`src/rtl/tl_pkg.sv`:
```
// Shared definitions for the main/side intersection controller family:
// light FSM state encoding and the default timing constants used by the
// request conditioner, the light controller and the timer.
package tl_pkg;

   typedef enum logic [1:0] {
      S_IDLE = 2'd0,
      S_REQ  = 2'd1,
      S_HOLD = 2'd2
   } state_t;

   localparam int DEF_DEBOUNCE_CYC = 3;
   localparam int DEF_HOLDOFF_CYC  = 10;
   localparam int DEF_CNT_W        = 4;

endpackage

```
`src/rtl/side_req_if.sv`:
```
// Handshake bundle between the side-road detector front end and the light
// controller. The slave modport is the conditioner's view, the master
// modport is the controller/environment view.
// Optional pedestrian button lines appear when PED_BTN_EN is defined.
interface side_req_if
   import tl_pkg::*;
#(
   parameter int CNT_W = DEF_CNT_W
) ();

   logic             sensor_raw;
   logic             ack;
   logic             req;
   logic [CNT_W-1:0] pend_cnt;
   logic             holdoff;
   logic             sat;
`ifdef PED_BTN_EN
   logic             ped_btn;
   logic             ped_pend;

   modport slave (
      input  sensor_raw, ack, ped_btn,
      output req, pend_cnt, holdoff, sat, ped_pend
   );

   modport master (
      output sensor_raw, ack, ped_btn,
      input  req, pend_cnt, holdoff, sat, ped_pend
   );
`else
   modport slave (
      input  sensor_raw, ack,
      output req, pend_cnt, holdoff, sat
   );

   modport master (
      output sensor_raw, ack,
      input  req, pend_cnt, holdoff, sat
   );
`endif

endinterface

```
`src/rtl/debounce_filter.sv`:
```
// Two-flop synchronizer followed by a stability counter. The debounced level
// follows the synchronized input only after it has disagreed for
// DEBOUNCE_CYC consecutive cycles; any agreement restarts the count.
// rise is a registered one-cycle pulse on each 0->1 change of dout.
module debounce_filter
   import tl_pkg::*;
#(
   parameter int DEBOUNCE_CYC = DEF_DEBOUNCE_CYC
) (
   input  logic clk,
   input  logic rst,
   input  logic din,
   output logic dout,
   output logic rise
);

   localparam logic [3:0] STAB_LAST = 4'(DEBOUNCE_CYC - 1);

   logic       sync1;
   logic       sync2;
   logic [3:0] stab_cnt;

   // Bring the asynchronous input into the clk domain.
   always_ff @(posedge clk or posedge rst) begin
      if (rst) begin
         sync1 <= 1'b0;
         sync2 <= 1'b0;
      end else begin
         sync1 <= din;
         sync2 <= sync1;
      end
   end

   // Count consecutive disagreement cycles and commit the new level on the last one.
   always_ff @(posedge clk or posedge rst) begin
      if (rst) begin
         stab_cnt <= 4'd0;
         dout     <= 1'b0;
         rise     <= 1'b0;
      end else begin
         rise <= 1'b0;
         if (sync2 != dout) begin
            if (stab_cnt == STAB_LAST) begin
               dout     <= sync2;
               rise     <= sync2;
               stab_cnt <= 4'd0;
            end else begin
               stab_cnt <= stab_cnt + 4'd1;
            end
         end else begin
            stab_cnt <= 4'd0;
         end
      end
   end

endmodule

```
`src/rtl/side_req_conditioner.sv`:
```
// Side-road request conditioner: turns the raw loop detector into a latched
// request for the light FSM, enforces a hold-off window after each service
// and counts detections that arrive while the request cannot be raised.
// Optional feature macro: PED_BTN_EN adds a pedestrian button whose
// detections also raise the request and set a sticky ped_pend indicator.
module side_req_conditioner
   import tl_pkg::*;
#(
   parameter int DEBOUNCE_CYC = DEF_DEBOUNCE_CYC,
   parameter int HOLDOFF_CYC  = DEF_HOLDOFF_CYC,
   parameter int CNT_W        = DEF_CNT_W
) (
   input  logic       clk,
   input  logic       rst,
   side_req_if.slave  bus
);

   localparam logic [CNT_W-1:0] PEND_MAX  = '1;
   localparam logic [CNT_W-1:0] PEND_ONE  = CNT_W'(1);
   localparam logic [7:0]       HOLD_LOAD = 8'(HOLDOFF_CYC);

   logic             sens_db;
   logic             sens_rise;
   logic             det_pulse;

   state_t           state;
   state_t           state_nxt;
   logic [7:0]       hold_cnt;
   logic [7:0]       hold_nxt;
   logic [CNT_W-1:0] pend_q;
   logic [CNT_W-1:0] pend_nxt;
   logic [CNT_W-1:0] pend_inc;
   logic             sat_q;
   logic             sat_nxt;
   logic             ack_taken;
   logic             req_q;
   logic             holdoff_q;

   debounce_filter #(
      .DEBOUNCE_CYC (DEBOUNCE_CYC)
   ) u_sens_db (
      .clk  (clk),
      .rst  (rst),
      .din  (bus.sensor_raw),
      .dout (sens_db),
      .rise (sens_rise)
   );

`ifdef PED_BTN_EN
   logic ped_db;
   logic ped_rise;
   logic ped_pend_q;

   debounce_filter #(
      .DEBOUNCE_CYC (DEBOUNCE_CYC)
   ) u_ped_db (
      .clk  (clk),
      .rst  (rst),
      .din  (bus.ped_btn),
      .dout (ped_db),
      .rise (ped_rise)
   );

   assign det_pulse = sens_rise | ped_rise;

   // Pedestrian indicator: a new press wins over a same-cycle service acceptance.
   always_ff @(posedge clk or posedge rst) begin
      if (rst) begin
         ped_pend_q <= 1'b0;
      end else if (ped_rise) begin
         ped_pend_q <= 1'b1;
      end else if (ack_taken) begin
         ped_pend_q <= 1'b0;
      end
   end

   assign bus.ped_pend = ped_pend_q;
`else
   assign det_pulse = sens_rise;
`endif

   assign pend_inc = (pend_q == PEND_MAX) ? PEND_MAX : pend_q + PEND_ONE;

   // Next-state logic: request latching, service acceptance and hold-off countdown.
   always_comb begin
      state_nxt = state;
      hold_nxt  = hold_cnt;
      pend_nxt  = pend_q;
      sat_nxt   = sat_q;
      ack_taken = 1'b0;
      case (state)
         S_IDLE: begin
            if (det_pulse) begin
               state_nxt = S_REQ;
               pend_nxt  = PEND_ONE;
            end
         end
         S_REQ: begin
            if (bus.ack) begin
               ack_taken = 1'b1;
               state_nxt = S_HOLD;
               pend_nxt  = det_pulse ? PEND_ONE : '0;
               sat_nxt   = 1'b0;
               hold_nxt  = HOLD_LOAD;
            end else if (det_pulse) begin
               pend_nxt = pend_inc;
               if (pend_inc == PEND_MAX) begin
                  sat_nxt = 1'b1;
               end
            end
         end
         S_HOLD: begin
            if (det_pulse) begin
               pend_nxt = pend_inc;
               if (pend_inc == PEND_MAX) begin
                  sat_nxt = 1'b1;
               end
            end
            if (hold_cnt <= 8'd1) begin
               hold_nxt  = 8'd0;
               state_nxt = ((pend_nxt != '0) || sens_db) ? S_REQ : S_IDLE;
            end else begin
               hold_nxt = hold_cnt - 8'd1;
            end
         end
         default: begin
            state_nxt = S_IDLE;
            hold_nxt  = 8'd0;
            pend_nxt  = '0;
            sat_nxt   = 1'b0;
         end
      endcase
   end

   // State, counters and registered outputs derived from the upcoming state.
   always_ff @(posedge clk or posedge rst) begin
      if (rst) begin
         state     <= S_IDLE;
         hold_cnt  <= 8'd0;
         pend_q    <= '0;
         sat_q     <= 1'b0;
         req_q     <= 1'b0;
         holdoff_q <= 1'b0;
      end else begin
         state     <= state_nxt;
         hold_cnt  <= hold_nxt;
         pend_q    <= pend_nxt;
         sat_q     <= sat_nxt;
         req_q     <= (state_nxt == S_REQ);
         holdoff_q <= (state_nxt == S_HOLD);
      end
   end

   assign bus.req      = req_q;
   assign bus.pend_cnt = pend_q;
   assign bus.holdoff  = holdoff_q;
   assign bus.sat      = sat_q;

endmodule
```
`src/flat_wrapper.sv`:
```
// flat-port wrapper written by rule: the top's interface ports become plain ports
module side_req_conditioner_flat import tl_pkg::*;
#(
   parameter int DEBOUNCE_CYC = DEF_DEBOUNCE_CYC,
   parameter int HOLDOFF_CYC  = DEF_HOLDOFF_CYC,
   parameter int CNT_W        = DEF_CNT_W
)
  (clk, rst, bus_sensor_raw, bus_ack, bus_req, bus_pend_cnt, bus_holdoff, bus_sat);
  side_req_if #(.CNT_W(CNT_W)) bus_i ();
  input  logic clk;
  input  logic rst;
  input wire logic [$bits(bus_i.sensor_raw)-1:0] bus_sensor_raw;
  input wire logic [$bits(bus_i.ack)-1:0] bus_ack;
  output wire logic [$bits(bus_i.req)-1:0] bus_req;
  output wire logic [$bits(bus_i.pend_cnt)-1:0] bus_pend_cnt;
  output wire logic [$bits(bus_i.holdoff)-1:0] bus_holdoff;
  output wire logic [$bits(bus_i.sat)-1:0] bus_sat;
  assign bus_i.sensor_raw = bus_sensor_raw;
  assign bus_i.ack = bus_ack;
  assign bus_req = bus_i.req;
  assign bus_pend_cnt = bus_i.pend_cnt;
  assign bus_holdoff = bus_i.holdoff;
  assign bus_sat = bus_i.sat;
  side_req_conditioner #(.DEBOUNCE_CYC(DEBOUNCE_CYC), .HOLDOFF_CYC(HOLDOFF_CYC), .CNT_W(CNT_W)) u_core (.clk(clk), .rst(rst), .bus(bus_i));
endmodule
```
`config.mk`:
```
export PLATFORM = sky130hd
export DESIGN_NAME = side_req_conditioner_flat
export DESIGN_NICKNAME = d
export VERILOG_FILES = /design/src/rtl/tl_pkg.sv /design/src/rtl/side_req_if.sv /design/src/rtl/debounce_filter.sv /design/src/rtl/side_req_conditioner.sv /design/src/flat_wrapper.sv
export SDC_FILE = /design/constraint.sdc
export NUM_CORES = 1
export LEC_CHECK = 0
export ABC_CLOCK_PERIOD_IN_PS = 3800
export BUFFER_PORTS_ARGS = -buffer_cell sky130_fd_sc_hd__buf_2
export CORE_MARGIN = 5
export CORE_UTILIZATION = 50
export CTS_CLUSTER_SIZE = 10
export DETAILED_ROUTE_END_ITERATION = 10
export PLACE_DENSITY = 0.68
export REMOVE_ABC_BUFFERS = 1
export SYNTH_ARGS = -nofsm -noshare
export SYNTH_HDL_FRONTEND = slang
export SYNTH_SLANG_ARGS = --single-unit
```
`constraint.sdc`:
```
create_clock -name clk -period 3.8 [get_ports clk]
set_input_delay 0.76 -clock clk [delete_from_list [all_inputs] [get_ports clk]]
set_output_delay 0.76 -clock clk [all_outputs]
set_load 0.05 [all_outputs]
```
==> results of run 1 <==
==> area by class of cell <==
| cell class | count | area (um^2) | share of cell area, % |
|---|---|---|---|
| clock buffers | 3 | 22.52 | 1.457 |
| repair buffers | 10 | 50.05 | 3.239 |
| flip-flops and latches | 25 | 625.6 | 40.49 |
| multi-input cells | 104 | 762.0 | 49.31 |
| inverters | 11 | 41.29 | 2.672 |
| clock inverters | 1 | 5.005 | 0.3239 |
| well taps | 31 | 38.79 | 2.510 |
==> registers in the layout, summed over array words and instances (netlist names) <==
signal / count
u_core.hold_cnt: 8
u_core.bus.pend_cnt: 4
u_core.u_sens_db.stab_cnt: 4
u_core.state: 2
u_core.bus.holdoff: 1
u_core.bus.req: 1
u_core.bus.sat: 1
u_core.u_sens_db.dout: 1
u_core.u_sens_db.rise: 1
u_core.u_sens_db.sync1: 1
u_core.u_sens_db.sync2: 1
==> cells by family (layout without fill, tap and decap cells) <==
family / Yosys count / after routing
flops: 25 / 25
simple gates: 49 / 49
mux: 3 / 3
xor+xnor: 8 / 8
fa+ha+maj: 9 / 9
compound gates: 35 / 35
buf+inv: 13 / 25
==> synthesized netlist by cell type <==
cell type	instances	area share, %
dfrtp_1	25	43
nor2_1	16	4.2
inv_1	11	2.9
ha_1	9	7.8
nand2_1	7	1.8
o21ai_0	7	2.4
a21oi_1	6	2.1
xor2_1	5	3.0
nand3_1	4	1.4
o31ai_1	4	2.1
a211oi_1	3	1.6
nand4_1	3	1.3
xnor2_1	3	1.8
buf_2	2	0.70
mux2i_1	2	1.4
nand2b_1	2	0.87
nor2b_1	2	0.87
nor3b_1	2	1.0
o21a_1	2	1.0
o22ai_1	2	0.87
or2_2	2	0.87
or3_1	2	0.87
a2111oi_2	1	1.0
a21o_1	1	0.52
a21oi_2	1	0.61
a22oi_2	1	0.87
a2bb2oi_1	1	0.61
a31oi_1	1	0.44
a32o_1	1	0.70
and3_1	1	0.44
and4_4	1	0.78
mux2_2	1	0.78
nand4b_1	1	0.61
nor3_1	1	0.35
nor4_1	1	0.44
nor4_2	1	0.87
nor4b_1	1	0.61
nor4b_2	1	1.0
o2bb2ai_1	1	0.61
o31a_2	1	0.70
o31ai_2	1	0.87
o41ai_4	1	1.9
or4_4	1	0.78
==> power groups by stage <==
stage	combinational, mW	clock [mW]	sequential, mW
floorplan	0.508	0	0.458
global placement	0.669	0	0.422
detailed placement	0.679	0	0.427
CTS	0.684	0.121	0.422
global route	0.768	0.137	0.437
finish	0.689	0.115	0.422
==> metal layers <==
layer,vias up,GRT usage (%)
met5,-,0
met1,514,22.66
met3,4,2.842
met4,0,5.455
li1,537,-
met2,25,23.10
==> path summary, 6_finish.rpt <==
check / slack, ps / startpoint / to / cells after the start
min: 360 / u_core.u_sens_db.sync1 / u_core.u_sens_db.sync2 / 0
min reg2reg: 360 / u_core.u_sens_db.sync1 / u_core.u_sens_db.sync2 / 0
max: 1670 / u_core.state[0] / u_core.bus.holdoff / 6
max in group asynchronous: 2590 / rst / u_core.bus.sat / 2
min in group asynchronous: 640 / rst / u_core.hold_cnt[4] / 2
max reg2reg: 1670 / u_core.state[0] / u_core.bus.holdoff / 6
==> per-stage QoR <==
step / total power [mW] / worst slack, ps / util (%) / area [um^2] / hold slack [ps]
floorplan: 0.9660 / 1862 / - / 1429 / 331.2
global placement: 1.090 / 1837 / 55.04 / 1518 / 335.5
detailed placement: 1.106 / 1757 / 55.04 / 1518 / 337.0
CTS: 1.227 / 1702 / 56.03 / 1545 / 368.5
global route: 1.342 / 1492 / 56.03 / 1545 / 379.1
finish: 1.226 / 1672 / 56.03 / 1545 / 364.3
==> impl_metrics.env, run 1 <==
export IMPL_post_cts_setup_buffers=0
export IMPL_cts_repair_resized=0
export IMPL_switching_share_pct=47.44
export IMPL_portBuffers=10
export IMPL_critPathCaptureType="flip-flop"
export IMPL_dieArea_mm2=0.004051
export IMPL_nets=168
export IMPL_tns_ps=0
export IMPL_first_iter_violations=97
export IMPL_gp_congestion=0.8931
export IMPL_synth_area_mm2=0.001439
export IMPL_synth_compound_area_share_pct=18.96
export IMPL_path_cells="inv_1 -> ha_1 -> nor2b_1 -> nor2_1 -> a211oi_1 -> o21a_1"
export IMPL_cp_slowest_cell="dfrtp_1"
export IMPL_clkPwrFrac_pct=9.4
export IMPL_clock_sinks=25
export IMPL_wl_met3_um=122
export IMPL_cts_tree="yes"
export IMPL_final_common_cell="dfrtp_1"
export IMPL_drc=0
export IMPL_area_delta_synth_final_pct=7.391
export IMPL_wl_met1_um=1337
export IMPL_synth_fa_ha_area_share_pct=7.826
export IMPL_fin_crit_sh_pct=56.00
export IMPL_cts_buffer_depth=2
export IMPL_drive_gt1_share_pct=17.53
export IMPL_hold_violations=0
export IMPL_seqPwrFrac_pct=34.4
export IMPL_yosys_register_bits=25
export IMPL_rsz0062_at_grt="false"
export IMPL_synth_avg_cell_area_um2=10.13
export IMPL_vias=1080
export IMPL_power_density_mw_per_mm2=793.5
export IMPL_synth_seq_area_share_pct=43.48
export IMPL_ir_drop_v=0.0006713
export IMPL_drv_cap=0
export IMPL_top_layer="met4"
export IMPL_max_freq_mhz=469.9
export IMPL_slew_headroom_pct=37.07
export IMPL_hp_class="reg -> reg"
export IMPL_clk_latency_ps=310
export IMPL_grt_overflow=0
export IMPL_slew_violations=0
export IMPL_synth_xor_area_share_pct=4.870
export IMPL_synth_cell_types=43
export IMPL_grt_pass1_wl_um=5133
export IMPL_antenna_found_initial=0
export IMPL_placed_cells=181
export IMPL_intPower_mw=0.6445
export IMPL_arrival_ps=2390
export IMPL_htree_levels=1
export IMPL_synth_simple_area_share_pct=19.13
export IMPL_crit_family="compound AO/OA/AOI/OAI gates"
export IMPL_switchingPower_mw=0.5817
export IMPL_finalClockSkew_ps=3.329
export IMPL_routedWlPerCell_um=14.84
export IMPL_final_cell_mix="25 x dfrtp_1, 16 x nor2_1, 11 x inv_1, 10 x buf_2, 9 x ha_1"
export IMPL_yosys_warnings=0
export IMPL_setup_viol=0
export IMPL_fp_dieH_um=63.65
export IMPL_root_buffer="clkbuf_4"
export IMPL_grt_pass1_vias=1126
export IMPL_post_dp_hpwl_um=2040
export IMPL_cpPeakStageDelay_ps=450
export IMPL_cts_clk_slew_worst_paths_ps=130
export IMPL_viasPerCell=5.838
export IMPL_pwr_share_comb_pct=56.2
export IMPL_p_leak_nw=0.7244
export IMPL_start_util_pct=52.18
export IMPL_ios=11
export IMPL_core_mm2=0.002758
export IMPL_dr_wl_met2_um=1237
export IMPL_crit_fanout=9
export IMPL_grt_max_degree=26
export IMPL_stdcell_count=185
export IMPL_crit_required_ps=4060
export IMPL_synth_top_family_by_area="simple AND/OR/NAND/NOR gates"
export IMPL_start_kind="flip-flop"
export IMPL_drt_pass1_iterations=4
export IMPL_syn_inst=142
export IMPL_cts_inserted_buffers=3
export IMPL_cts_hold_buf=0
export IMPL_insertedDiodeCount=0
export IMPL_worst_path_buf_inv=1
export IMPL_die_x_um=63.65
export IMPL_worst_pin_slew_ps=943.0
export IMPL_fp_row_count=19
export IMPL_min_period_ps=2128
export IMPL_grt_usage_pct=15.61
export IMPL_synth_mux_area_share_pct=2.174
export IMPL_drt_total_wl_um=2745
export IMPL_ant_nets=0
export IMPL_nFillCells=242
export IMPL_status="completed"
export IMPL_worstSetupPathType="reg -> reg"
Power figures use the tool's default switching activity.
==> inputs of run 2 (changes only) <==
Settings changed: ABC_CLOCK_PERIOD_IN_PS 3800 to 1900, PLACE_DENSITY 0.68 to 0.71.
Clock period 3.8 ns to 1.9 ns, I/O delays scaled along.
==> impl_metrics.env, run 2 (synthesis results as in run 1) <==
export IMPL_core_mm2=0.002758
export IMPL_min_period_ps=1838
export IMPL_htree_levels=1
export IMPL_grt_overflow=0
export IMPL_start_kind="flip-flop"
export IMPL_cts_buffer_depth=2
export IMPL_max_freq_mhz=544.2
export IMPL_crit_required_ps=2100
export IMPL_fp_dieH_um=63.65
export IMPL_clk_latency_ps=310
export IMPL_cts_tree="yes"
export IMPL_drc=0
export IMPL_ios=11
export IMPL_final_cell_mix="24 x dfrtp_1, 15 x nor2_1, 13 x buf_4, 11 x inv_1, 10 x buf_2"
export IMPL_placed_cell_area_mm2=0.001593
export IMPL_worst_slack_ps=62.45
export IMPL_cts_clk_slew_worst_paths_ps=130
export IMPL_drt_total_wl_um=2967
export IMPL_dieArea_mm2=0.004051
export IMPL_clock_sinks=25
export IMPL_drive_gt1_share_pct=27.54
export IMPL_finalClockSkew_ps=2.433
export IMPL_arrival_ps=2040
export IMPL_multi_input_area_um2=808.3
export IMPL_nFillCells=236
export IMPL_critPathCaptureType="flip-flop"
export IMPL_drv_cap=0
export IMPL_setup_viol=0
export IMPL_power_density_mw_per_mm2=1653
export IMPL_final_common_cell="dfrtp_1"
export IMPL_regMostFlops="u_core.hold_cnt"
export IMPL_area_delta_synth_final_pct=17.48
export IMPL_hold_violations=0
export IMPL_routedWlPerCell_um=14.98
export IMPL_post_dp_hpwl_um=2250
export IMPL_top_layer="met4"
export IMPL_portBuffers=10
export IMPL_fp_row_count=19
export IMPL_cpPeakStageDelay_ps=430
export IMPL_first_iter_violations=49
export IMPL_slew_headroom_pct=73.50
export IMPL_grt_pass1_vias=1185
export IMPL_largest_reg_flops=8
export IMPL_finalInstanceArea_mm2=0.001690
export IMPL_vias=1127
export IMPL_dr_wl_met2_um=1503
export IMPL_viasPerCell=5.692
export IMPL_seqCellArea_um2=626.9
export IMPL_start_util_pct=52.18
export IMPL_drt_pass1_iterations=4
export IMPL_worst_pin_slew_ps=393.8
export IMPL_ant_nets=0
export IMPL_wl_met3_um=87
export IMPL_wl_met1_um=1326
export IMPL_die_x_um=63.65
export IMPL_worstSetupPathType="reg -> reg"
export IMPL_status="completed"
export IMPL_nets=181
export IMPL_grt_max_degree=26
export IMPL_grt_pass1_wl_um=5382
export IMPL_ir_drop_v=0.001387
export IMPL_crit_fanout=5
export IMPL_tns_ps=0
export IMPL_p_leak_nw=0.7861
export IMPL_hold_ws_ps=77.13
export IMPL_cp_slowest_cell="dfrtp_1"
export IMPL_hp_class="in -> async"
export IMPL_slew_violations=0
export IMPL_insertedDiodeCount=0
export IMPL_dp_slack_ps=42.71
export IMPL_grt_usage_pct=16.51
export IMPL_antenna_found_initial=0
export IMPL_path_cells="inv_1 -> ha_1 -> buf_4 -> o21a_1 -> a211oi_1 -> and4_4 -> nor3_1"
export IMPL_cts_inserted_buffers=3
export IMPL_fin_crit_sh_pct=96.71
export IMPL_root_buffer="clkbuf_4"
export IMPL_gp_congestion=0.8783
-- run 2: path summary, 6_finish.rpt --
kind,from,endpoint,slack (ps),cells after the start
setup / recovery,u_core.state[0],u_core.state[0],60,7
hold / removal,rst,u_core.hold_cnt[5],80,3
setup reg to reg,u_core.state[0],u_core.state[0],60,7
hold reg to reg,u_core.u_sens_db.sync1,u_core.u_sens_db.sync2,360,0
max in group asynchronous,rst,u_core.hold_cnt[0],1570,3
min in group clk,bus_sensor_raw,u_core.u_sens_db.sync1,160,1
-- run 2: routing by layer --
layer	vias up	global-route usage (%)
li1	560	-
met1	537	21.61
met2	24	27.28
met3	6	2.842
met4	0	5.714
met5	-	0
-- run 2: what timing repair did --
| item | in CTS | in global routing |
|---|---|---|
| setup buffers | 0 | 3 |
| endpoints found under the setup margin | 0 | 11 |
| hold buffers | 0 | 0 |
| hold endpoints to repair | 0 | 0 |
| gates resized for setup | 0 | 9 |
-- run 2: worst max-delay path: cells and delay by family, from the launching register on --
family	cells	cell delay, ps
flip-flops	1	430
buffers and inverters	2	310
adder cells (fa/ha/maj)	1	280
AND/OR/NAND/NOR	2	340
AO/OA/AOI/OAI	2	370
-- run 2: per-stage QoR --
step | cells | total power, mW | utilization, %
final | 198 | 2.794 | 61.30
after global routing | 198 | 3.039 | 61.30
after detailed placement | 191 | 2.389 | 57.76
after floorplan | 140 | 1.932 | -
after CTS | 195 | 2.631 | 58.76
after global placement | 191 | 2.330 | 57.76
-- run 2: cell type report --
cell class	instances	share of cell area, %
clock buffers	3	1.332
clock inverters	1	0.2961
inverters	11	2.443
multi-input cells	104	47.82
flip-flops and latches	25	37.08
well taps	31	2.295
repair buffers	23	8.734
-- run 2: power breakdown --
| group | internal, mW | switching [mW] | total [mW] |
|---|---|---|---|
| Sequential | 0.688 | 0.126 | 0.814 |
| Combinational | 0.747 | 0.998 | 1.75 |
| Clock | 0.0788 | 0.156 | 0.234 |
